$ cat src/rtl/gcd_scheduler.sv
// gcd_scheduler: one shared iterative Euclidean GCD engine serving N_REQ round-robin requesters
module gcd_scheduler #(
    parameter int N_REQ    = 4,
    parameter int WIDTH    = 40,
    parameter int MAX_ITER = 64
) (
    input  logic                       clk_i,
    input  logic                       reset_ni,
    input  logic [N_REQ-1:0]           req_valid_i,
    output logic [N_REQ-1:0]           req_ready_o,
    input  logic [N_REQ*WIDTH-1:0]     req_x_i,
    input  logic [N_REQ*WIDTH-1:0]     req_y_i,
    output logic                       resp_valid_o,
    input  logic                       resp_ready_i,
    output logic [$clog2(N_REQ)-1:0]   resp_id_o,
    output logic [WIDTH-1:0]           resp_gcd_o,
    output logic                       resp_err_o,
    output logic                       busy_o
);
    localparam int IW = $clog2(N_REQ);
    localparam int CW = $clog2(MAX_ITER + 1);

    typedef enum logic [1:0] {IDLE, ITER, DONE} state_t;

    state_t           state_q, state_d;
    logic [WIDTH-1:0] x_q, x_d, y_q, y_d, gcd_q, gcd_d, rem;
    logic [CW-1:0]    iter_q, iter_d;
    logic [IW-1:0]    id_q, id_d, rr_q, rr_d, gnt_idx;
    logic             gnt_found, err_q, err_d, resp_valid_q, busy_q;

    // Restoring long division keeping only the remainder; b==0 is never consumed.
    function automatic logic [WIDTH-1:0] rem_f(input logic [WIDTH-1:0] a, input logic [WIDTH-1:0] b);
        logic [WIDTH:0] r;
        r = '0;
        for (int i = WIDTH - 1; i >= 0; i--) begin
            r = {r[WIDTH-1:0], a[i]};
            if (r >= {1'b0, b}) r = r - {1'b0, b};
        end
        return r[WIDTH-1:0];
    endfunction

    assign rem = rem_f(x_q, y_q);

    // Pick the first valid requester at or after rr_q, wrapping upward.
    always_comb begin
        gnt_found = 1'b0;
        gnt_idx   = '0;
        for (int k = 0; k < N_REQ; k++) begin
            if (!gnt_found && req_valid_i[(int'(rr_q) + k) % N_REQ]) begin
                gnt_found = 1'b1;
                gnt_idx   = IW'((int'(rr_q) + k) % N_REQ);
            end
        end
    end

    assign req_ready_o = (state_q == IDLE && gnt_found) ? (N_REQ'(1) << gnt_idx) : '0;

    // Next-state: accept in IDLE, one remainder step per cycle in ITER, hold result in DONE.
    always_comb begin
        state_d = state_q;
        x_d     = x_q;
        y_d     = y_q;
        id_d    = id_q;
        rr_d    = rr_q;
        iter_d  = iter_q;
        gcd_d   = gcd_q;
        err_d   = err_q;
        case (state_q)
            IDLE: if (gnt_found) begin
                state_d = ITER;
                x_d     = req_x_i[gnt_idx*WIDTH +: WIDTH];
                y_d     = req_y_i[gnt_idx*WIDTH +: WIDTH];
                id_d    = gnt_idx;
                iter_d  = '0;
                rr_d    = (gnt_idx == IW'(N_REQ - 1)) ? '0 : gnt_idx + 1'b1;
            end
            ITER: if (y_q == '0) begin
                state_d = DONE;
                gcd_d   = x_q;
                err_d   = 1'b0;
            end else if (iter_q == CW'(MAX_ITER)) begin
                state_d = DONE;
                gcd_d   = '0;
                err_d   = 1'b1;
            end else begin
                x_d    = y_q;
                y_d    = rem;
                iter_d = iter_q + 1'b1;
            end
            DONE: if (resp_ready_i) state_d = IDLE;
            default: state_d = IDLE;
        endcase
    end

    // State and datapath registers; response flags are registered from the next state.
    always_ff @(posedge clk_i) begin
        if (!reset_ni) begin
            state_q      <= IDLE;
            x_q          <= '0;
            y_q          <= '0;
            id_q         <= '0;
            rr_q         <= '0;
            iter_q       <= '0;
            gcd_q        <= '0;
            err_q        <= 1'b0;
            resp_valid_q <= 1'b0;
            busy_q       <= 1'b0;
        end else begin
            state_q      <= state_d;
            x_q          <= x_d;
            y_q          <= y_d;
            id_q         <= id_d;
            rr_q         <= rr_d;
            iter_q       <= iter_d;
            gcd_q        <= gcd_d;
            err_q        <= err_d;
            resp_valid_q <= (state_d == DONE);
            busy_q       <= (state_d != IDLE);
        end
    end

    assign resp_valid_o = resp_valid_q;
    assign resp_id_o    = id_q;
    assign resp_gcd_o   = gcd_q;
    assign resp_err_o   = err_q;
    assign busy_o       = busy_q;
endmodule

$ cat config.mk
export PLATFORM = sky130hd
export DESIGN_NAME = gcd_scheduler
export DESIGN_NICKNAME = d
export VERILOG_FILES = /design/src/rtl/gcd_scheduler.sv
export SDC_FILE = /design/constraint.sdc
export NUM_CORES = 2
export LEC_CHECK = 0
export CORE_ASPECT_RATIO = 0.6
export CORE_MARGIN = 5
export CORE_UTILIZATION = 45
export CTS_CLUSTER_DIAMETER = 100
export CTS_CLUSTER_SIZE = 25
export DETAILED_ROUTE_END_ITERATION = 8
export MAX_ROUTING_LAYER = met4
export PLACE_DENSITY_LB_ADDON = 0.25
export SETUP_SLACK_MARGIN = 0.3
export SLEW_MARGIN = 30
export SYNTH_ARGS = -nofsm -noshare
export SYNTH_HDL_FRONTEND = slang
export SYNTH_SLANG_ARGS = --single-unit
$ cat constraint.sdc
create_clock -name clk_i -period 505.4 [get_ports clk_i]
set_input_delay 75.81 -clock clk_i [delete_from_list [all_inputs] [get_ports clk_i]]
set_output_delay 75.81 -clock clk_i [all_outputs]
set_load 0.01 [all_outputs]
==> impl_results.md <==
- Status: completed
- Post-synthesis cell type count: about 130
- Dpl cell area: 108000 µm²
- Post-Syn Instances: 14300
- Hold_sp: resp_gcd_o[3]$_SDFFE_PN0P_
- Layout area overhead: 7.92%
- GRT busiest layer: met1
- Vias/cell: ~6.5
- Worst rel slew slack: 0.274
- Critical Path End Type: flip-flop
- FMAX: about 0.004 GHz
- Routed wire per std cell: approximately 26 µm
- EDFF count, synth: 0
- Worst reg2reg path startpoint: y_q[1]$_SDFFE_PN0P_
- Vias in the first global route: 95600
- Hpwl dp: 372 mm
- RSZ-0062 raised after global routing: false
- Post-synthesis sequential area ratio: 0.0271
- Die Ht: about 380 µm
- Met2 GRT Util: 0.445
- Period utilisation layout: 0.508
- Worst Hold Depth: 2
- Crit path arrival time: 256.92 ns
- Synth Area per Inst: 7.04 µm²
- Cells on worst reg2reg path: between 1000 and 1500
- Root Driver: clkbuf_16
- Top cell type's share of synthesized area: 0.195
- GRT Residual Overflow: 0
- Worst setup path category: flip-flop to flip-flop
- Setup_tns: 0 ns
- FF+latch count, synth: around 140
- Worst setup SP type: flip-flop
- Cell Rows: 134
- Clock-pin slew on the worst setup and hold paths: ~0.08 ns
- Clk buf depth: 2
- Final instance area: between 100000 and 150000 µm²
- R2R setup slack: 248.88 ns
- Register area: 2730 µm²
- Drt initial violations: roughly 17000
- Via count: about 110k
- GR Util met3: 0.133
- Die footprint: 233000 µm²
- Num CTS Buffers: 17
- Min Tclk post-route: 256.52 ns
- CTS Hold Buffers Added: 0
- Synth area leader: ha_1
- Gpl congestion: 1.09
- M1 GR Usage: 0.594
- Hold endpoint: resp_gcd_o[3]$_SDFFE_PN0P_
- CTS tree: yes
- Top-count cell post-synth: ha_1
- Commonest cells in the synthesized netlist: ha_1 (1568), nand2_1 (1552), nor2_1 (1477)
- Final Hold Viols: 0
- CP max-delay cell: a2111oi_1
- DRT Pass-1 Iters: 7
- Die Wd: 620 µm
- Reg-to-reg critical path endpoint: y_q[20]$_SDFFE_PN0P_
- Share of layout cells above drive strength 1: 0.0986
- Hold Crit Class: flip-flop to flip-flop
- Post-cts resize count: 0
- # setup viols final: 0
- Filler cells: 22500
- Routed WL: 458 mm
- Yosys warnings: 0
- Clock Latency Late Sink: between 0.5 and 0.6 ns
- Initial antenna violation count: 15
- GRT Total Usage: 0.380
- Max-Cap Viols: 0
- Top area cells in the synthesized netlist: ha_1 (20%), mux2_2 (11%), nand2_1 (5.8%)
- Final Max Slew Viols: 0
- Clock skew: a little under 0.02 ns
- Worst-path maximum fanout: 55
- Port bufs: 375
- Layout Utilization: 0.488
- First-pass GRT wire length: ~660 mm
- CP Data Required Time: 505.80 ns
- Worst path max stage delay: 0.94 ns
- Clk sinks: roughly 140
- Final ANT Viol Nets: 0
- Worst Tran Pin Value: between 1 and 1.5 ns
- Synthesized area: ~100000 µm²
- Area of the multi-input gates: approximately 93000 µm²
- Nets: 16400
- IO Count: approximately 380
- Post-synth ARST share: 0
- Post-CTS Setup Repair Bufs: 0
- Top FF cell, synth: dfxtp_1
- Largest net degree at the start of global routing: 149
- Post-route DRC violation count: 0
- Core area: 222000 µm²
- Initial Utilization: 0.452
- Htree depth: 4
- Syn Nets: 16200
- Most used cell, CP: o21ai_0
-- worst max-delay path: cells and delay by family (launching register included) --
family / cells / cell delay (ns)
buffers and inverters: 44 / 11.78
AND/OR/NAND/NOR: 144 / 32.36
multiplexers: 19 / 7.42
flip-flops: 1 / 0.60
adder cells (fa/ha/maj): 34 / 11.16
AO/OA/AOI/OAI: 605 / 138.45
-- worst max-delay path by stage --
stage,start,endpoint,slack [ns],cells after the start
after floorplan,y_q[1]$_SDFFE_PN0P_,y_q[1]$_SDFFE_PN0P_,292.06,1182
after global placement,y_q[5]$_SDFFE_PN0P_,y_q[2]$_SDFFE_PN0P_,267.25,1181
after detailed placement,y_q[5]$_SDFFE_PN0P_,y_q[20]$_SDFFE_PN0P_,260.32,860
after CTS,y_q[5]$_SDFFE_PN0P_,y_q[20]$_SDFFE_PN0P_,258.81,845
after global routing,x_q[39]$_SDFFE_PN0P_,y_q[1]$_SDFFE_PN0P_,226.08,842
final,y_q[1]$_SDFFE_PN0P_,y_q[20]$_SDFFE_PN0P_,248.88,846
-- cell families (layout without fill, tap and decap cells) --
family | count (synthesis) | in the layout | share of synthesized area
other cells | 0 | 17 | 0
compound gates | 4193 | 4193 | 0.274
mux | 1270 | 1270 | 0.140
simple gates | 4892 | 4892 | 0.225
xor+xnor | 939 | 939 | 0.0818
buf+inv | 1230 | 1438 | 0.0491
fa+ha+maj | 1607 | 1607 | 0.203
flops | 136 | 136 | 0.0271
-- state kept, by name, indices dropped and copies added (netlist names) --
register	flops
rr_q	2
resp_err_o	1
state_q	2
resp_gcd_o	40
x_q	40
iter_q	7
resp_valid_o	1
y_q	40
resp_id_o	2
busy_o	1
-- stage by stage --
step	worst slack, ns	std cells	hold WS [ns]
after floorplan	292.06	14300	0.454
after global placement	267.25	17400	0.467
after detailed placement	260.32	17400	0.464
after CTS	258.81	17500	0.478
after global routing	226.08	17500	0.499
final	248.88	17500	0.481
-- layout make-up --
class,instances,share of cell area
multi-input cells,12900,0.858
repair buffers,542,0.0465
well taps,2992,0.0345
inverters,864,0.0301
flip-flops and latches,136,0.0252
clock buffers,17,0.00392
clock inverters,15,0.00144
diodes,17,0.000392
-- cells in the final DEF (no fill, tap or decap), types with 218 or more instances in the layout --
cell type / instances
nor3_1: 220
nor2b_1: 218
nand4_1: 290
xnor2_1: 606
mux2_2: 970
a21oi_1: 908
mux2i_1: 227
nand2_1: 1549
a21o_1: 559
xor2_1: 333
inv_1: 820
clkdlybuf4s50_1: 374
nor2_1: 1473
o21ai_0: 980
nand3_1: 347
a21boi_0: 483
ha_1: 1568
-- routing by layer --
metal	wire, µm	vias to the layer above
li1	-	52700
met1	218000	52600
met2	155000	7176
met3	74000	484
met4	10600	0
met5	0	-
Power is not shown: default switching activity piles up to over one toggle a cycle in this logic, so the estimate is an artifact.
